### src/rtl/power_job_sequencer.sv
// power_job_sequencer: job FIFO + launch/complete sequencer in front of the 8-bit power engine.
//   Parameters: W (data width), DEPTH (job FIFO entries, power of two >= 2),
//               TIMEOUT_CYC (watchdog limit, only with POWER_SEQ_TIMEOUT_EN).
//   Optional feature macro: POWER_SEQ_TIMEOUT_EN enables the per-run watchdog and out_err.
//   Ports:
//     clk, rst                       clock, asynchronous active-high reset
//     in_valid/in_ready/in_a/in_b    job input stream (base, exponent)
//     eng_start/eng_a/eng_b          1-cycle start pulse and held operands to the engine
//     eng_busy/eng_result            engine status and result register
//     out_valid/out_ready/out_data   result output stream
//     out_err                        1 = run aborted by the watchdog (out_data = 0)
module power_job_sequencer #(
    parameter int W           = 8,
    parameter int DEPTH       = 2,
    parameter int TIMEOUT_CYC = 1023
) (
    input  logic         clk,
    input  logic         rst,
    input  logic         in_valid,
    output logic         in_ready,
    input  logic [W-1:0] in_a,
    input  logic [W-1:0] in_b,
    output logic         eng_start,
    output logic [W-1:0] eng_a,
    output logic [W-1:0] eng_b,
    input  logic         eng_busy,
    input  logic [W-1:0] eng_result,
    output logic         out_valid,
    input  logic         out_ready,
    output logic [W-1:0] out_data,
    output logic         out_err
);
    localparam int AW = $clog2(DEPTH);
    localparam int CW = AW + 1;

    if (DEPTH < 2 || (DEPTH & (DEPTH - 1)) != 0 || TIMEOUT_CYC < 2) begin : g_bad_params
        $error("power_job_sequencer: DEPTH must be a power of two >= 2 and TIMEOUT_CYC >= 2");
    end

    typedef enum logic [1:0] {IDLE, LAUNCH, RUN} state_t;

    state_t        state, state_nxt;
    logic [W-1:0]  mem_a [DEPTH];
    logic [W-1:0]  mem_b [DEPTH];
    logic [AW-1:0] wr_ptr, rd_ptr;
    logic [CW-1:0] count, count_nxt;
    logic          push, launch, done, abort;

    assign push      = in_valid & in_ready;
    assign count_nxt = count + CW'(push) - CW'(launch);

`ifdef POWER_SEQ_TIMEOUT_EN
    localparam int TW = $clog2(TIMEOUT_CYC + 1);
    logic [TW-1:0] wd_cnt;
    logic          err_q;
    // The run is aborted on the cycle whose increment would make the counter reach TIMEOUT_CYC.
    logic          wd_hit;
    assign wd_hit  = wd_cnt == TW'(TIMEOUT_CYC - 1);
    assign out_err = err_q;
`else
    logic          wd_hit;
    assign wd_hit  = 1'b0;
    assign out_err = 1'b0;
`endif

    always_ff @(posedge clk or posedge rst) begin
        if (rst)
            state <= IDLE;
        else
            state <= state_nxt;
    end

    // eng_busy is not looked at in IDLE: the engine's busy is unreset before its first run,
    // and a late busy edge from an aborted run must not be mistaken for a new run.
    always_comb begin
        state_nxt = state;
        launch    = 1'b0;
        done      = 1'b0;
        abort     = 1'b0;
        case (state)
            IDLE: begin
                launch    = (count != '0) && !out_valid;
                state_nxt = launch ? LAUNCH : IDLE;
            end
            LAUNCH: begin
                abort     = !eng_busy && wd_hit;
                state_nxt = eng_busy ? RUN : (abort ? IDLE : LAUNCH);
            end
            RUN: begin
                done      = !eng_busy;
                abort     = eng_busy && wd_hit;
                state_nxt = (done || abort) ? IDLE : RUN;
            end
            default: state_nxt = IDLE;
        endcase
    end

    // in_ready is registered from the next count, so a pop from a full FIFO frees the slot
    // only from the following cycle on.
    always_ff @(posedge clk or posedge rst) begin
        if (rst) begin
            wr_ptr   <= '0;
            rd_ptr   <= '0;
            count    <= '0;
            in_ready <= 1'b1;
        end else begin
            if (push)
                wr_ptr <= wr_ptr + AW'(1);
            if (launch)
                rd_ptr <= rd_ptr + AW'(1);
            count    <= count_nxt;
            in_ready <= count_nxt != CW'(DEPTH);
        end
    end

    always_ff @(posedge clk) begin
        if (push) begin
            mem_a[wr_ptr] <= in_a;
            mem_b[wr_ptr] <= in_b;
        end
    end

    always_ff @(posedge clk or posedge rst) begin
        if (rst) begin
            eng_start <= 1'b0;
            eng_a     <= '0;
            eng_b     <= '0;
        end else begin
            eng_start <= launch;
            if (launch) begin
                eng_a <= mem_a[rd_ptr];
                eng_b <= mem_b[rd_ptr];
            end
        end
    end

    // A capture only happens while out_valid is low, so it never meets a handshake.
    always_ff @(posedge clk or posedge rst) begin
        if (rst) begin
            out_valid <= 1'b0;
            out_data  <= '0;
        end else if (done) begin
            out_valid <= 1'b1;
            out_data  <= eng_result;
        end else if (abort) begin
            out_valid <= 1'b1;
            out_data  <= '0;
        end else if (out_valid && out_ready) begin
            out_valid <= 1'b0;
        end
    end

`ifdef POWER_SEQ_TIMEOUT_EN
    always_ff @(posedge clk or posedge rst) begin
        if (rst) begin
            wd_cnt <= '0;
            err_q  <= 1'b0;
        end else begin
            if (launch)
                wd_cnt <= '0;
            else if (state != IDLE)
                wd_cnt <= wd_cnt + TW'(1);
            if (done)
                err_q <= 1'b0;
            else if (abort)
                err_q <= 1'b1;
        end
    end
`endif

endmodule
### config.mk
export PLATFORM = sky130hd
export DESIGN_NAME = power_job_sequencer
export DESIGN_NICKNAME = d
export VERILOG_FILES = /design/src/rtl/power_job_sequencer.sv
export SDC_FILE = /design/constraint.sdc
export NUM_CORES = 1
export LEC_CHECK = 0
export ABC_AREA = 1
export CORE_AREA = 3 3 91 72
export CTS_CLUSTER_DIAMETER = 80
export DETAILED_ROUTE_END_ITERATION = 7
export DIE_AREA = 0 0 94 75
export GPL_TIMING_DRIVEN = 0
export PLACE_DENSITY = 0.75
export SYNTH_ARGS = -nofsm -noshare
export SYNTH_HDL_FRONTEND = slang
export SYNTH_SLANG_ARGS = --single-unit
export TNS_END_PERCENT = 5
### constraint.sdc
create_clock -name clk -period 1.8 [get_ports clk]
set_input_delay 0.27 -clock clk [delete_from_list [all_inputs] [get_ports clk]]
set_output_delay 0.27 -clock clk [all_outputs]
set_load 0.01 [all_outputs]
==> results.yml <==
cts:
  clkTransAtPathRegs_ns: 0.07
  clk_latency_ns: 0.34
  cts_hold_repair.buffers: 0
  cts_tree: "built"
  cts.path.max_buffers: 2
  cts.sinks: 65
  cts_root_buf: "clkbuf_8"
  cts_inserted_buffers: 9
  htreeDepth: 3
global_routing:
  antenna_found_initial: 0
  grt_first_pass_wirelength_um: 8162
  gr-total-overflow: 0
  grt_max_degree: 34
  groute.usage.overall_pct: 15.97
  grt_pass1_vias: 1624
die:
  fp.dieW_um: 94
  io_pins: 57
  start_util_pct: 44.47
  core_area_um2: 5705
  dieArea_um2: 7050
  rows: 24
  die_h_um: 75
placement:
  gp_congestion: 0.7076
  dpl.hpwl_um: 3431
  port-buffer-count: 55
synthesis:
  synthTopCellsByCount: "97 x nand2_1, 32 x dfrtp_1, 32 x edfxtp_1, 20 x inv_1, 18 x nand3_1"
  yosysWarnings: 0
  synth_top_cell_by_area: "edfxtp_1"
  synthFlopType: "edfxtp_1"
  syn-cell-area_um2: 2537
  synthArstFlopShare_pct: 50.77
  seq_area_frac_synth_pct: 70.46
  syn_avg_cell_area_um2: 10.84
  synth-seq-cells: 65
  synth.net_count: 265
  synthDominantCellAreaShare_pct: 37.87
  synth_edf_count: 32
  synth_cell_type_count: 25
  synthCells: 234
  synth_area_leaders: "edfxtp_1 38%, dfrtp_1 32%, nand2_1 14%"
  yosysMostFrequentCell: "nand2_1"
power_and_ir_drop:
  p_clk_share_pct: 18.5
  power.density_nw_per_um2: 1687
  leakage_nw: 1.551
  p_int_mw: 3.767
  power_mw: 5.788
  power_switching_mw: 2.021
  seqPwrFrac_pct: 40.8
  ir_drop_mv: 0.7722
  combinationalPowerShare_pct: 40.8
  swShare_pct: 34.92
routing:
  routed_via_density: 4.531
  drc: 0
  drt_iter0_drc: 111
  vias: 1758
  drt_wl_total_um: 5044
  ant_nets: 0
  wire_per_inst_um: 13.00
  drtPass1Iterations: 5
critical_path:
  critPathLaunchType: "flip-flop"
  critPathMaxFanout: 4
  cp_common_cell: "inv_1"
  path_cells: "inv_2 > nand2_2 > nand3_4 > inv_1 > ha_1 > inv_1 > ha_2 > inv_1 > nand2_1 > nand3_1 > and2_1"
  path_class: "flip-flop to flip-flop"
  crit_path_end_kind: "flip-flop"
  cp_slowest_cell: "dfrtp_1"
  critPathRequiredTime_ns: 2.03
  cp_top_family: "simple AND/OR/NAND/NOR gates"
  max_stage_delay_ns: 0.41
  crit_arrival_ns: 1.91
  path_buf_inv: 4
layout:
  antennaDiodeCount: 0
  syn_to_final_growth_pct: 35.21
  multi_input_area_um2: 634.4
  layout.nets: 336
  seq_area_um2: 1789
  filler_cell_count: 484
  post-route-util_pct: 60.13
  drive_above_1_share_pct: 12.90
timing:
  fin_crit_sh_pct: 93.57
  clock_skew_ns: 0.006989
  hold_viol_final: 0
  setup_viol: 0
  maxSlewViolCount: 0
  clock.fmax_mhz: 593.7
  fin_crit_ns: 1.684
hold_path:
  hold_path_class: "input pin to async pin"
run_status:
  status: "complete, no violations"
run:
  cap_violations: 0
## per-stage QoR
stage	setup WS (ns)	TNS (ns)	area, µm²	hold WS [ns]	instances
2_1_floorplan	0.003244	0	2537	0.3689	234
3_3_place_gp	-0.5794	-18.80	3186	0.4677	367
3_5_place_dp	-0.2738	-5.582	3208	0.4653	369
4_1_cts	-0.03064	-0.03064	3400	0.4815	387
5_1_grt	-0.003010	-0.003010	3431	0.2018	388
6_report	0.1158	0	3431	0.1871	388
## layout make-up
cell class	count	area share [%]
buffer	7	1.094
timing repair buffer	61	18.16
clock buffer	16	4.960
multi-input combinational	140	18.49
sequential	65	52.15
tap	78	2.845
inverter	21	2.298
## sequential cells by signal, summed over array words and instances, names as in the netlist
signal	flops
mem_a	16
mem_b	16
eng_a	8
eng_b	8
out_data	8
count	2
state	2
eng_start	1
in_ready	1
out_valid	1
rd_ptr	1
wr_ptr	1
## repair_timing
item                                    in CTS  in global routing
resized for setup                            4                  5
setup buffers                                2                  1
endpoints found under the setup margin      11                 11
pin swaps                                    2                  2
## layout by cell type (no fill, tap or decap), drive strengths merged, types with 2 or more instances in the layout
cell type | netlist | final
buf | 7 | 12
nor2 | 5 | 5
clkdlybuf4s50 | 0 | 55
nand2 | 97 | 97
edfxtp | 32 | 32
clkbuf | 1 | 17
inv | 21 | 20
o21ai | 10 | 10
nand3 | 20 | 20
ha | 2 | 2
dfrtp | 32 | 32
## final timing paths
kind | slack, ns | start | cells after the start | to
hold / removal | 0.19 | rst | 2 | eng_a[4]$_DFFE_PP0P_
setup reg to reg | 0.12 | count[0]$_DFF_PP0_ | 11 | count[1]$_DFF_PP0_
min in group clk | 0.48 | eng_b[5]$_DFFE_PP0P_ | 2 | eng_b[5]$_DFFE_PP0P_
hold reg to reg | 0.48 | eng_b[5]$_DFFE_PP0P_ | 2 | eng_b[5]$_DFFE_PP0P_
max in group asynchronous | 1.12 | rst | 3 | in_ready$_DFF_PP1_
setup / recovery | 0.12 | count[0]$_DFF_PP0_ | 11 | count[1]$_DFF_PP0_
## worst register-to-register path, stage by stage (launching register included)
cell     delay (ns)
dfrtp_1        0.41
inv_2          0.07
nand2_2        0.07
nand3_4        0.09
inv_1          0.06
ha_1           0.27
inv_1          0.06
ha_2           0.17
inv_1          0.04
nand2_1        0.07
nand3_1        0.09
and2_1         0.17
## power groups by stage
stage / clock network [mW] / registers (mW) / logic [mW]
5_1_grt: 1.17 / 2.42 / 2.68
3_3_place_gp: 0 / 2.37 / 2.23
3_5_place_dp: 0 / 2.37 / 2.33
6_report: 1.07 / 2.36 / 2.36
4_1_cts: 1.11 / 2.36 / 2.39
2_1_floorplan: 0 / 2.47 / 1.20
## layer usage
layer / up-vias / part of all wire (%) / GRT usage, % / wire [µm]
li1: 895 / - / - / -
met1: 793 / 45 / 21.48 / 2295
met2: 59 / 45 / 23.60 / 2284
met3: 11 / 7.8 / 6.693 / 393
met4: 0 / 1.4 / 5.609 / 71
met5: - / 0 / 0 / 0
## kinds of logic (layout without fill, tap and decap cells)
logic type	count (synthesis)	count (layout)	synth area share, %
simple gates	125	125	20.86
flops	65	65	70.46
buf+inv	29	105	5.029
compound gates	11	11	2.170
fa+ha+maj	2	2	0.9860
other cells	1	1	0.1478
xor+xnor	1	1	0.3452
No activity file was read; power rests on OpenSTA's default activity.
==> RTL edit: new RTL, same settings <==
Encoding of `state_t`: now one-hot (3 bits for 3 states).
--- a/src/rtl/power_job_sequencer.sv
+++ b/src/rtl/power_job_sequencer.sv
@@ -39,3 +39,3 @@
 
-    typedef enum logic [1:0] {IDLE, LAUNCH, RUN} state_t;
+    typedef enum logic [2:0] {IDLE = 3'b001, LAUNCH = 3'b010, RUN = 3'b100} state_t;
 
Function: same outputs for any inputs over 10 cycles, from zero or initial values and one cycle with rst high; not proved beyond that.
==> RTL edit against the original RTL <==
- count of clock-buffer cells in the layout is 5 lower
- global-route usage is 0.20 points lower
- clock power rose by 11%
- synthesized area increased by 4.5%
- non-clock buffer count rose by 1
- setup slack worse by 110 ps
- final area up 4.6%
- sequential share of layout area shrank 1.5 points
- power is 6.4% higher
- sequential cell count grew 1
- routed wire length decreased by 2.5%
- utilization is 2.7 points higher
- sequential power increased by 2%
- critical path type unchanged
- largest cell class unchanged
- largest power group is now combinational cells
- highest routed layer unchanged
==> RTL edit: results (changes against the original RTL) <==
[route]
wire_per_inst_um = 12.5  ; was 13.0 µm
dr_wl_met2_um = 2360  ; was 2280 µm
dr.pass1.iters = 4  ; was 5
routed-wl-met3_um = 357  ; was 393 µm
viasPerCell = 4.53  ; about the same
wl_um = 4920  ; was 5040 µm

[logic_synthesis]
synth_adder_area_share = 0.00944  ; was 0.00986
synth-compound-area-share = 0.0340  ; was 0.0217
ys_top_cells_by_area = edfxtp_1 (36%), dfrtp_1 (30%), nand2_1 (14%)  ; was edfxtp_1 (38%), dfrtp_1 (32%), nand2_1 (14%)
synth_cell_type_count = 24  ; was 25
yosysSeqAreaShare = 0.684  ; was 0.705
syn-num-nets = 271  ; was 265
ys_top_cells_by_count = nand2_1 (97), dfrtp_1 (32), edfxtp_1 (32)  ; unchanged
async_reset_ff_frac = 0.515  ; was 0.508
postSynthCellCount = 240  ; was 234

[placed_design]
hpwl_um = 3320  ; was 3430 µm
gp_congestion = 0.747  ; was 0.708
dpl_worst_slack_ps = -610  ; was -274 ps
placed_cells = 373  ; was 369
place_area_mm2 = 0.00333  ; was 0.00321 mm²

[power_and_ir_drop]
clock_power_share = 0.193  ; was 0.185
combPwrFrac = 0.417  ; was 0.408
power.density_mw_per_mm2 = 1720  ; was 1690 mW/mm²
p_leak_nw = 1.59  ; was 1.55 nW
swShare = 0.350  ; was 0.349
peakVddDrop_uv = 732  ; was 772 µV

[run_status]
status = finished, final reports clean  ; unchanged

[critical_path]
slowest_delay_ps = 580  ; was 410 ps

[global_route]
grt_max_degree = 35  ; was 34
grt_usage = 0.158  ; was 0.160

[cells_and_area]
drive_gt1_frac = 0.164  ; was 0.129

[clock_network]
cts_buffer_depth = 2  ; unchanged

[sta]
finClkSkew_ps = 6.34  ; was 6.99 ps

## RTL edit: metal layers
metal	up-vias	global-route usage
met3	9	0.0619
li1	920	-
met1	811	0.188
met5	-	0
met2	48	0.259
met4	0	0.0673
## RTL edit: worst paths after layout
path	from	to	slack (ps)	cells past startpoint
hold / removal	rst	eng_b[2]$_DFFE_PP0P_	360	2
max in group asynchronous	rst	count[0]$_DFF_PP0_	940	2
min in group clk	eng_result[4]	out_data[4]$_DFFE_PP0P_	470	3
hold reg to reg	eng_b[4]$_DFFE_PP0P_	eng_b[4]$_DFFE_PP0P_	470	2
setup reg to reg	state[0]$_DFF_PP1_	count[1]$_DFF_PP0_	4	11
setup / recovery	state[0]$_DFF_PP1_	count[1]$_DFF_PP0_	4	11
## RTL edit: worst reg2reg max path, cell delays in order (launching register included)
cell and delay [ps]:
dfstp_2 580, nand2_4 80, nor2_8 170, nand2_8 80, inv_4 70, ha_4 190
inv_2 60, ha_4 120, inv_1 30, nand2_1 70, nand3b_1 100, and2_1 150
## RTL edit: final cells by class
class | instances | area [µm²] | share of cell area
multi-input cells | 146 | 756 | 0.211
clock inverters | 5 | 55.1 | 0.0153
clock buffers | 11 | 131 | 0.0366
inverters | 20 | 77.6 | 0.0216
well taps | 78 | 97.6 | 0.0272
flip-flops and latches | 66 | 1820 | 0.506
repair buffers | 62 | 603 | 0.168
plain buffers | 7 | 51.3 | 0.0143
## RTL edit: repair_timing
action / CTS / global route
endpoints found under the setup margin: 34 / 34
hold buffers: 0 / 0
pin swaps: 2 / 2
resized for setup: 5 / 3
buffers inserted: 0 / 7
